$ cat config.mk
export PLATFORM = sky130hd
export DESIGN_NAME = fpdiv_ctrl
export DESIGN_NICKNAME = d
export VERILOG_FILES = /design/src/rtl/fpdiv_pkg.sv /design/src/rtl/fpdiv_ctrl.sv
export SDC_FILE = /design/constraint.sdc
export NUM_CORES = 1
export LEC_CHECK = 0
export ABC_CLOCK_PERIOD_IN_PS = 1300
export BUFFER_PORTS_ARGS = -buffer_cell sky130_fd_sc_hd__buf_2
export CORE_AREA = 2 2 39 41
export DETAILED_ROUTE_END_ITERATION = 7
export DIE_AREA = 0 0 41 43
export PLACE_DENSITY = 0.66
export SLEW_MARGIN = 25
export SYNTH_ARGS = -nofsm -noshare
export SYNTH_HDL_FRONTEND = slang
export SYNTH_SLANG_ARGS = --single-unit
$ cat constraint.sdc
create_clock -name clk -period 1.3 [get_ports clk]
set_clock_uncertainty 0.1 [all_clocks]
set_input_delay 0.065 -clock clk [delete_from_list [all_inputs] [get_ports clk]]
set_output_delay 0.065 -clock clk [all_outputs]
set_load 0.05 [all_outputs]
$ cat src/rtl/fpdiv_pkg.sv
// Shared types and select encodings for the fpdiv Goldschmidt datapath controller.
// Optional build macro: FPDIV_CTRL_SETTLE_EN adds a SET cycle ahead of every LD cycle.
package fpdiv_pkg;

  typedef enum logic [3:0] {
    S_IDLE,
`ifdef FPDIV_CTRL_SETTLE_EN
    S_SEED_B_SET,
    S_SEED_AC_SET,
    S_IT_B_SET,
    S_IT_AC_SET,
`endif
    S_SEED_B_LD,
    S_SEED_AC_LD,
    S_IT_B_LD,
    S_IT_AC_LD,
    S_DONE
  } state_t;

  localparam logic [1:0] MUXA_OPER = 2'b10;
  localparam logic [1:0] MUXA_LOOP = 2'b00;
  localparam logic [1:0] MUXB_SEED = 2'b01;
  localparam logic [1:0] MUXB_OPER = 2'b00;
  localparam logic [1:0] MUXB_LOOP = 2'b10;
  localparam logic [1:0] MUXB_TWOC = 2'b11;

endpackage

$ cat src/rtl/fpdiv_ctrl.sv
// Moore sequencer for the fpdiv datapath: seed step, then ITERS refinement
// iterations, each step loading B and then A+C, followed by a one-cycle done.
// Optional build macro: FPDIV_CTRL_SETTLE_EN inserts a select-settle cycle per step.
module fpdiv_ctrl
  import fpdiv_pkg::*;
#(
  parameter int ITERS = 3
) (
  input  logic       clk,
  input  logic       reset,
  input  logic       start,
  input  logic       abort,
  output logic [1:0] sel_muxa,
  output logic [1:0] sel_muxb,
  output logic       enA,
  output logic       enB,
  output logic       enC,
  output logic       busy,
  output logic       done,
  output logic [2:0] iter
);

  // First state of each step: the SET cycle when settling, else straight to LD.
`ifdef FPDIV_CTRL_SETTLE_EN
  localparam state_t FIRST_SEED_B  = S_SEED_B_SET;
  localparam state_t FIRST_SEED_AC = S_SEED_AC_SET;
  localparam state_t FIRST_IT_B    = S_IT_B_SET;
  localparam state_t FIRST_IT_AC   = S_IT_AC_SET;
`else
  localparam state_t FIRST_SEED_B  = S_SEED_B_LD;
  localparam state_t FIRST_SEED_AC = S_SEED_AC_LD;
  localparam state_t FIRST_IT_B    = S_IT_B_LD;
  localparam state_t FIRST_IT_AC   = S_IT_AC_LD;
`endif

  state_t     r_state, w_next;
  logic [2:0] r_iter, w_iter_next;
  logic [3:0] w_iter_inc;

  assign w_iter_inc = {1'b0, r_iter} + 4'd1;

  // State and iteration registers; iter clears whenever the FSM lands in IDLE.
  always_ff @(posedge clk) begin
    if (reset) begin
      r_state <= S_IDLE;
      r_iter  <= 3'd0;
    end else begin
      r_state <= w_next;
      r_iter  <= (w_next == S_IDLE) ? 3'd0 : w_iter_next;
    end
  end

  // Next-state walk through the step table; abort preempts any busy state.
  always_comb begin
    w_next      = r_state;
    w_iter_next = r_iter;
    case (r_state)
      S_IDLE:        if (start && !abort) w_next = FIRST_SEED_B;
`ifdef FPDIV_CTRL_SETTLE_EN
      S_SEED_B_SET:  w_next = S_SEED_B_LD;
      S_SEED_AC_SET: w_next = S_SEED_AC_LD;
      S_IT_B_SET:    w_next = S_IT_B_LD;
      S_IT_AC_SET:   w_next = S_IT_AC_LD;
`endif
      S_SEED_B_LD:   w_next = FIRST_SEED_AC;
      S_SEED_AC_LD:  w_next = FIRST_IT_B;
      S_IT_B_LD:     w_next = FIRST_IT_AC;
      S_IT_AC_LD: begin
        w_iter_next = w_iter_inc[2:0];
        w_next      = (w_iter_inc == 4'(ITERS)) ? S_DONE : FIRST_IT_B;
      end
      S_DONE:        w_next = S_IDLE;
      default:       w_next = S_IDLE;
    endcase
    if (abort && r_state != S_IDLE) w_next = S_IDLE;
  end

  // Output decode from registered state only; selects hold across SET and LD.
  always_comb begin
    sel_muxa = MUXA_LOOP;
    sel_muxb = MUXB_OPER;
    enA      = 1'b0;
    enB      = 1'b0;
    enC      = 1'b0;
    busy     = (r_state != S_IDLE);
    done     = 1'b0;
    case (r_state)
`ifdef FPDIV_CTRL_SETTLE_EN
      S_SEED_B_SET:  begin sel_muxa = MUXA_OPER; sel_muxb = MUXB_SEED; end
      S_SEED_AC_SET: begin sel_muxa = MUXA_OPER; sel_muxb = MUXB_OPER; end
      S_IT_B_SET:    begin sel_muxa = MUXA_LOOP; sel_muxb = MUXB_LOOP; end
      S_IT_AC_SET:   begin sel_muxa = MUXA_LOOP; sel_muxb = MUXB_TWOC; end
`endif
      S_SEED_B_LD:   begin sel_muxa = MUXA_OPER; sel_muxb = MUXB_SEED; enB = 1'b1; end
      S_SEED_AC_LD:  begin sel_muxa = MUXA_OPER; sel_muxb = MUXB_OPER; enA = 1'b1; enC = 1'b1; end
      S_IT_B_LD:     begin sel_muxa = MUXA_LOOP; sel_muxb = MUXB_LOOP; enB = 1'b1; end
      S_IT_AC_LD:    begin sel_muxa = MUXA_LOOP; sel_muxb = MUXB_TWOC; enA = 1'b1; enC = 1'b1; end
      S_DONE:        done = 1'b1;
      default:       ;
    endcase
  end

  assign iter = r_iter;

endmodule

==> flow_metrics.py, run 1 <==
metrics = {
    "status": {
        "status": "complete, but fails checks",
        "violations": "setup timing",
    },
    "timing": {
        "slew_violations": 0,
        "final_min_period_over_clock_period": 1.20,
        "max_clock_freq_mhz": 640,
        "final.setup.worst_slack_ns": -0.262,
        "finalHoldViolations": 0,
        "fin_hold_ws_ns": 0.0936,
        "period_needed_ns": 1.56,
        "rsz0062_at_grt": "true",
        "finalSetupViolCount": 12,
    },
    "floorplan": {
        "dieArea_mm2": 0.00176,
        "initial_utilization": 0.373,
        "die_w_um": 41,
        "die_h_um": 43,
        "rows": 14,
        "core_area_mm2": 0.00138,
        "ios": 16,
    },
    "global_routing": {
        "grt_pass1_vias": 628,
        "grt_pass1_wl_um": 2770,
        "grt_use_total": 0.246,
        "grt_max_degree": 8,
        "grt_overflow_total": 0,
        "antenna_found_initial": 0,
    },
    "logic_synthesis": {
        "syn_inst": 66,
        "synth_commonest_cells": "nor2_1 (10), dfxtp_1 (7), nand2_1 (6)",
        "synth_top_area_share": 0.272,
        "yosys-mux-area-fraction": 0.0218,
        "ys.flop_type": "dfxtp_1",
        "synth.most_common_cell": "nor2_1",
        "synth_top_family_by_area": "simple AND/OR/NAND/NOR gates",
        "synth_cell_types": 27,
        "async_flop_share": 0,
        "syn_area_um2": 515,
        "synthSimpleGateAreaFrac": 0.277,
        "synth-xor-area-share": 0.0680,
        "ys_seq_area_frac": 0.272,
        "synth-compound-area-share": 0.197,
        "yosysWarningCount": 0,
        "syn_avg_cell_area_um2": 7.81,
        "synth.largest_area_cell": "dfxtp_1",
        "synth_adder_area_share": 0.0485,
        "synth_edf_count": 0,
        "yosys-top-cells-area": "dfxtp_1 (27%), nor2_1 (7.3%), a211oi_2 (4.9%)",
        "synth-seq-cells": 7,
    },
    "clock_tree": {
        "clk_pin_slew_ns": 0.06,
        "clock_latency_ns": 0.26,
        "htreeDepth": 1,
        "cts_tree": "built",
        "cts_made_buffers": 3,
        "clock_path_buffers": 2,
        "root_buffer": "clkbuf_4",
        "clock-sinks": 7,
    },
    "placed_design": {
        "dp_slack_ns": -0.105,
        "numPlacedInstances": 108,
        "dp.final_hpwl_um": 1020,
        "dpl_cell_area_um2": 801,
        "routabilityCongestion": 0.748,
        "place.port_buffers": 14,
    },
    "worst_setup_path": {
        "worstPathMaxFanout": 7,
        "cpMaxStageDelayCell": "dfxtp_4",
        "cp.required_ns": 1.37,
        "path_class": "reg2reg",
        "max_stage_delay_ns": 0.39,
        "cp.arrival_ns": 1.63,
        "cp-end-kind": "flop",
        "path_cells": "buf_12 > a211oi_2 > o21ai_2 > a211oi_2 > a21oi_2 > a211oi_2",
        "cp-start-kind": "flop",
        "cpMostUsedCell": "a211oi_2",
    },
    "worst_hold_path": {
        "hold_path.class": "in2reg",
    },
    "detailed_routing": {
        "ant_nets": 0,
        "wl_um": 1980,
        "vias": 650,
        "wl_per_cell_um": 16.0,
        "first_pass_iters": 4,
        "drc": 0,
        "drt_iter0_markers": 25,
        "viasPerCell": 5.24,
    },
    "final_layout": {
        "regArea_um2": 161,
        "finalNonFillerCells": 124,
        "syn2layout_area_growth_pct": 115,
        "num-fill-cells": 88,
        "layout-drive-gt1-share": 0.778,
        "nets": 115,
        "multi_input_comb_area_um2": 494,
        "antenna_cells": 0,
        "final_cell_area_mm2": 0.00111,
    },
    "power": {
        "p_leak_nw": 0.466,
        "p_per_area_mw_per_mm2": 459,
        "p_total_mw": 0.509,
        "peakVddDrop_v": 0.000429,
    },
    "run": {
        "maxCapViolCount": 0,
    },
}
## placed cells by master, fill, tap and decap left out, types with 3 or more instances in the layout
master	Yosys	final
o21ai_2	1	3
inv_1	4	3
clkbuf_4	0	3
nand2_1	6	3
a211oi_2	2	3
buf_4	2	19
nor2_4	0	3
a21oi_2	1	3
buf_6	1	15
buf_2	3	6
nor2_1	10	4
nor2_2	0	3
dfxtp_4	0	5
## metrics by stage
| step | utilization | setup TNS, ns |
|---|---|---|
| floorplan | - | -0.819 |
| global placement | 0.579 | -0.528 |
| detailed placement | 0.579 | -0.760 |
| CTS | 0.759 | -1.76 |
| global route | 0.801 | -2.94 |
| finish | 0.801 | -2.20 |
## worst max-delay path: cells and delay by family (launching register included)
kind | cells | cell delay (ns)
flops | 1 | 0.39
compound gates | 5 | 0.84
buf+inv | 1 | 0.14
## flip-flops by register name (all words and copies together), names as in the netlist
register,count
r_state,4
iter,3
## worst paths after layout
check        startpoint          to  slack [ns]  cells after the start
max reg2reg  r_state[0]     iter[1]       -0.26                      6
min reg2reg  r_state[3]  r_state[0]        0.45                      1
min               reset  r_state[2]        0.09                      3
max          r_state[0]     iter[1]       -0.26                      6
## kinds of logic after synthesis
kind of cell	count (synthesis)
adders and majority gates	2
AOI/OAI and AO/OA	14
other	1
muxes	1
xor gates and xnor gates	4
DFF	7
buffers and inverters	10
and+or+nand+nor	27
## power breakdown
| group | internal [mW] | leakage (nW) | total, mW | switching (mW) |
|---|---|---|---|---|
| registers | 0.208 | 0.0613 | 0.215 | 0.00734 |
| logic | 0.0341 | 0.389 | 0.0885 | 0.0544 |
| clock network | 0.118 | 0.0150 | 0.206 | 0.0882 |
## final cells by class
cell class	count	share of cell area
clock buffers	4	0.0237
inverters	4	0.0135
multi-input cells	50	0.446
flip-flops and latches	7	0.146
well taps	16	0.0181
repair buffers	43	0.353
## timing repair
item / in CTS / in global routing
resized for setup: 41 / 11
setup buffers: 9 / 4
endpoints found under the hold margin: 0 / 0
hold buffers: 0 / 0
setup endpoints to repair: 13 / 14
pin swaps: 19 / 8
## per-layer routing
metal	GRT usage	up-vias	wire length, um
li1	-	296	-
met1	0.236	318	722
met2	0.422	27	1070
met3	0.105	9	106
met4	0.113	0	79
met5	0	-	0
Power figures use the tool's default switching activity.
==> run 2, diff against run 1 <==
ABC_AREA = 1   (was default)
PLACE_DENSITY = default   (was 0.66)
==> run 2 against run 1 <==
The flow still finishes with violations (setup timing). Clock power about the same. Maximum frequency increased by 12%. Global-route usage decreased by 7.7 points. Synthesized cell count increased by 15%. Area after synthesis decreased by 11%. Power decreased by 1.5%. Die area unchanged.
==> flow_metrics.py, run 2 <==
metrics = {
    "floorplan": {
        "core_area_mm2": 0.00138,
        "die_h_um": 43,
        "rows": 14,
        "die_w_um": 41,
        "dieArea_mm2": 0.00176,
        "initial_utilization": 0.330,
        "ios": 16,
    },
    "worst_setup_path": {
        "path_delay_family": "flip-flops",
        "path_class": "reg2out",
        "worstPathMaxFanout": 4,
        "max_stage_delay_ns": 0.39,
        "path_cells": "inv_4 > nand2_4 > nor2_4 > nor2_4 > buf_6 > inv_4 > buf_8",
        "crit_start": "r_state[2]",
        "r2r_cells": 8,
        "cp-end-kind": "primary output",
        "cp.depth": 7,
        "cpMaxStageDelayCell": "dfxtp_4",
        "cp.required_ns": 1.13,
        "reg2reg_to": "iter[0]",
        "r2r_setup_slack_ns": -0.08,
        "cp.arrival_ns": 1.23,
        "worst-path-buf-inv": 4,
        "cp-start-kind": "flop",
        "regToRegStartpoint": "r_state[2]",
        "crit_end": "sel_muxb[1]",
    },
    "detailed_routing": {
        "wl_um": 1460,
        "drt_iter0_markers": 7,
        "first_pass_iters": 4,
        "wl_per_cell_um": 11.7,
        "viasPerCell": 4.40,
        "drc": 0,
        "ant_nets": 0,
        "vias": 546,
    },
    "final_layout": {
        "top_register": "r_state",
        "finalNonFillerCells": 124,
        "num-fill-cells": 114,
        "layout_commonest_cell": "buf_4",
        "mostFrequentLayoutCells": "buf_4 (10), inv_1 (9), buf_6 (9), nand2_2 (7)",
        "largest_reg_flops": 4,
        "layout-drive-gt1-share": 0.713,
        "nets": 115,
        "syn2layout_area_growth_pct": 107,
        "antenna_cells": 0,
    },
    "placed_design": {
        "dp.final_hpwl_um": 807,
        "numPlacedInstances": 115,
        "dp_slack_ns": -0.0696,
        "place.port_buffers": 14,
        "routabilityCongestion": 0.786,
    },
    "timing": {
        "max_clock_freq_mhz": 719,
        "final_min_period_over_clock_period": 1.07,
        "slew_violations": 0,
        "rsz0062_at_grt": "true",
        "finalSetupViolCount": 11,
        "period_needed_ns": 1.39,
        "finalHoldViolations": 0,
        "final.setup.worst_slack_ns": -0.0916,
    },
    "clock_tree": {
        "clock-sinks": 7,
        "holdBufCountCts": 0,
        "clock_path_buffers": 2,
        "clk_pin_slew_ns": 0.05,
        "htreeDepth": 1,
        "clock_latency_ns": 0.26,
        "cts_made_buffers": 3,
        "root_buffer": "clkbuf_4",
        "cts_tree": "built",
    },
    "logic_synthesis": {
        "synth_top_area_share": 0.307,
        "ys.flop_type": "dfxtp_1",
        "async_flop_share": 0,
        "syn_avg_cell_area_um2": 6.01,
        "synth-seq-cells": 7,
        "yosys-top-cells-area": "dfxtp_1 (31%), nand2_1 (14%), inv_1 (13%)",
        "synth_commonest_cells": "nand2_1 (17), inv_1 (16), nor2_1 (15)",
        "syn_inst": 76,
        "synth_cell_types": 14,
        "synth.most_common_cell": "nand2_1",
        "synth_edf_count": 0,
        "syn_area_um2": 457,
        "yosysWarningCount": 0,
        "synth.largest_area_cell": "dfxtp_1",
        "ys_seq_area_frac": 0.307,
    },
    "status": {
        "status": "complete, but fails checks",
        "violations": "setup timing",
    },
    "worst_hold_path": {
        "hold_path.class": "in2reg",
        "hp-start": "reset",
    },
    "power": {
        "peakVddDrop_v": 0.000702,
        "p_leak_nw": 0.452,
        "p_total_mw": 0.502,
        "p_per_area_mw_per_mm2": 532,
    },
    "global_routing": {
        "grt_use_total": 0.169,
        "antenna_found_initial": 0,
        "grt_pass1_vias": 475,
        "grt_pass1_wl_um": 2010,
        "grt_overflow_total": 0,
        "grt_max_degree": 6,
    },
    "run": {
        "maxCapViolCount": 0,
    },
}
run 2: cell types whose count changed after synthesis, moves of 3 or more:
cell / delta
buf_2: -3
a21oi_1: -3
inv_1: +12
nand3_1: +6
nand2_1: +11
nor2_1: +5
nor3_1: -3
run 2: area by class of cell:
type,count,area (um2),area share
Multi-Input combinational cell,52,389,0.412
Timing Repair Buffer,29,272,0.288
Sequential cell,7,164,0.174
Inverter,16,72.6,0.0769
Clock buffer,4,26.3,0.0279
Tap cell,16,20.0,0.0212
run 2: how the worst min path moves through the flow:
stage                 endpoint  slack (ns)  depth (start not counted)
global placement    r_state[1]        0.29                          4
floorplan           r_state[0]        0.17                          3
CTS                 r_state[1]       0.007                          4
global route        r_state[0]        0.13                          5
finish              r_state[0]        0.11                          5
detailed placement  r_state[1]        0.29                          4
run 2: kinds of logic (layout without fill, tap and decap cells):
group,after synthesis,in the layout,synth area share
other cells,1,2,0.00821
buf+inv,18,49,0.164
simple gates,43,43,0.394
compound gates,4,4,0.0520
xor+xnor,1,1,0.0192
fa+ha+maj,2,2,0.0548
flops,7,7,0.307
run 2: repair_timing:
action / 4_1_cts / 5_1_grt
pin swaps: 9 / 14
setup buffers: 2 / 3
gates resized for setup: 43 / 37
hold endpoints to repair: 0 / 0
cloned: 0 / 0
setup endpoints to repair: 10 / 13
run 2: routing by layer:
layer | GRT usage | up-vias | routed length (um)
li1 | - | 288 | -
met1 | 0.218 | 243 | 628
met2 | 0.250 | 13 | 763
met3 | 0.0471 | 2 | 46
met4 | 0.0800 | 0 | 17
met5 | 0 | - | 0
run 2: where the power goes:
group          internal (mW)  switching [mW]
Clock                  0.118          0.0861
Sequential             0.207         0.00540
Combinational         0.0312          0.0544
run 2: through the flow:
stage	util	hold slack, ns	area (um2)	setup TNS, ns
2_1_floorplan	-	0.172	487	-0.223
3_3_place_gp	0.469	0.286	649	-0.109
3_5_place_dp	0.469	0.289	649	-0.200
4_1_cts	0.581	0.00685	805	-0.513
5_1_grt	0.682	0.130	943	-1.46
6_report	0.682	0.105	943	-0.728
run 2: worst min-delay path, cell delays in order:
cell and delay (ns):
buf_2 0.07, inv_1 0.06, nand3_2 0.09, buf_4 0.10, inv_1 0.03
==> run 3, diff against run 2 <==
REMOVE_ABC_BUFFERS = 1   (was default)
==> run 3 against run 2 <==
The flow still finishes with violations (setup timing). First-iteration DRC count down 57%. Clock power down 8%. Combinational power down 7.0%. Design area down 4.4%. Critical path depth unchanged. Final cell count down 0.81%. Core utilization down 3.0 points. Critical endpoint unchanged. Largest cell class unchanged.
==> flow_metrics.py, run 3 (synthesis results as in run 2) <==
metrics = {
    "detailed_routing": {
        "drt_iter0_markers": 3,
        "first_pass_iters": 4,
        "wl_per_cell_um": 10.5,
        "viasPerCell": 4.53,
        "wl_um": 1300,
        "drc": 0,
        "ant_nets": 0,
        "vias": 557,
    },
    "placed_design": {
        "numPlacedInstances": 114,
        "dpl_cell_area_um2": 603,
        "dp.final_hpwl_um": 805,
        "place.port_buffers": 14,
        "routabilityCongestion": 0.646,
    },
    "worst_setup_path": {
        "cp.arrival_ns": 1.21,
        "regToRegStartpoint": "r_state[3]",
        "reg2reg_to": "iter[1]",
        "worst-path-buf-inv": 4,
        "r2r_cells": 9,
        "r2r_setup_slack_ns": -0.06,
        "max_stage_delay_ns": 0.36,
        "worstPathMaxFanout": 3,
        "path_cells": "inv_4 > nand2_4 > nor2_4 > nor2_4 > buf_6 > inv_4 > buf_8",
        "cp-start-kind": "flop",
        "path_class": "reg2out",
        "cpMaxStageDelayCell": "dfxtp_4",
        "path_delay_family": "flip-flops",
        "cp.required_ns": 1.13,
        "cp-end-kind": "primary output",
    },
    "clock_tree": {
        "htreeDepth": 1,
        "holdBufCountCts": 0,
        "clock_path_buffers": 2,
        "root_buffer": "clkbuf_4",
        "cts_tree": "built",
        "clock_latency_ns": 0.25,
        "clk_pin_slew_ns": 0.05,
        "clock-sinks": 7,
        "cts_made_buffers": 3,
    },
    "power": {
        "p_per_area_mw_per_mm2": 531,
        "switching_share": 0.263,
        "p_leak_nw": 0.436,
        "seqPwrFrac": 0.444,
        "peakVddDrop_v": 0.000700,
        "p_int_mw": 0.353,
        "power_frac_comb": 0.166,
        "pwr-share-clk": 0.390,
        "switching_power_mw": 0.126,
    },
    "global_routing": {
        "grt_max_degree": 6,
        "grt_busiest_layer": "met2",
        "grt_overflow_total": 0,
        "grt.met1_usage": 0.178,
        "use_met3": 0.0628,
        "grt_pass1_vias": 473,
        "grt_use_total": 0.159,
        "antenna_found_initial": 0,
        "grt_pass1_wl_um": 1910,
        "grtUsageMet2": 0.266,
    },
    "timing": {
        "max_clock_freq_mhz": 728,
        "rsz0062_at_grt": "true",
        "slew_violations": 0,
        "period_needed_ns": 1.37,
        "finalSetupViolCount": 8,
        "final_min_period_over_clock_period": 1.06,
        "finalHoldViolations": 0,
        "final.setup.worst_slack_ns": -0.0738,
    },
    "final_layout": {
        "largest_reg_flops": 4,
        "mostFrequentLayoutCells": "nand2_2 (12), buf_4 (11), inv_1 (9)",
        "layout-drive-gt1-share": 0.692,
        "final_cell_area_um2": 902,
        "syn2layout_area_growth_pct": 97.5,
        "antenna_cells": 0,
        "nets": 114,
        "finalNonFillerCells": 123,
        "layout_commonest_cell": "nand2_2",
        "top_register": "r_state",
    },
    "run": {
        "maxCapViolCount": 0,
    },
    "floorplan": {
        "rows": 14,
        "core_area_mm2": 0.00138,
        "initial_utilization": 0.330,
        "die_h_um": 43,
        "die_w_um": 41,
        "dieArea_mm2": 0.00176,
        "ios": 16,
    },
    "status": {
        "status": "complete, but fails checks",
        "violations": "setup timing",
    },
    "worst_hold_path": {
        "hold_path.class": "in2reg",
        "whs_endpoint": "r_state[1]",
        "hold_depth": 4,
        "hp-start": "reset",
    },
}
[run 3: final cells by class]
class | instances | area (um2)
multi-input cells | 52 | 372
well taps | 16 | 20.0
fillers | 125 | 482
repair buffers | 28 | 249
flip-flops and latches | 7 | 163
clock buffers | 4 | 26.3
inverters | 16 | 72.6
[run 3: through the flow]
| stage | power [mW] | util | setup WS, ns | hold slack [ns] | setup TNS (ns) |
|---|---|---|---|---|---|
| detailed placement | 0.281 | 0.436 | -0.154 | 0.293 | -0.467 |
| CTS | 0.482 | 0.564 | -0.0804 | 0.0193 | -0.366 |
| global route | 0.513 | 0.652 | -0.148 | 0.0327 | -1.16 |
| finish | 0.479 | 0.652 | -0.0738 | 0.0230 | -0.464 |
| floorplan | 0.262 | - | -0.437 | 0.172 | -2.24 |
| global placement | 0.280 | 0.436 | -0.126 | 0.285 | -0.373 |
[run 3: power by group through the flow]
stage | clock network, mW | logic [mW] | registers [mW]
after floorplan | 0 | 0.0385 | 0.224
after global placement | 0 | 0.0563 | 0.224
after detailed placement | 0 | 0.0573 | 0.224
after CTS | 0.198 | 0.0675 | 0.217
after global routing | 0.215 | 0.0851 | 0.213
final | 0.187 | 0.0796 | 0.213
[run 3: timing repair]
item / 4_1_cts / 5_1_grt
resized for setup: 50 / 33
pin swaps: 8 / 9
setup endpoints to repair: 11 / 12
setup buffers: 3 / 2
[run 3: worst register-to-register path: cells and delay by family, from the launching register on]
kind	cells	cell delay, ns
AND/OR/NAND/NOR	5	0.35
buffers and inverters	3	0.33
flip-flops	1	0.36
AO/OA/AOI/OAI	1	0.14
[run 3: layer usage]
metal / up-vias / share of wire
met4: 0 / 0.018
met1: 254 / 0.33
met2: 17 / 0.60
met3: 2 / 0.053
li1: 284 / -
met5: - / 0
[run 3: how the worst max path moves through the flow]
stage          depth (start not counted)          end       start  slack [ns]
4_1_cts                                7  sel_muxb[1]  r_state[0]       -0.08
5_1_grt                                9      iter[0]  r_state[3]       -0.15
3_3_place_gp                          10      iter[0]     iter[0]       -0.13
2_1_floorplan                          3  sel_muxb[0]  r_state[2]       -0.44
3_5_place_dp                          10      iter[1]     iter[0]       -0.15
6_report                               7  sel_muxb[1]  r_state[3]       -0.07
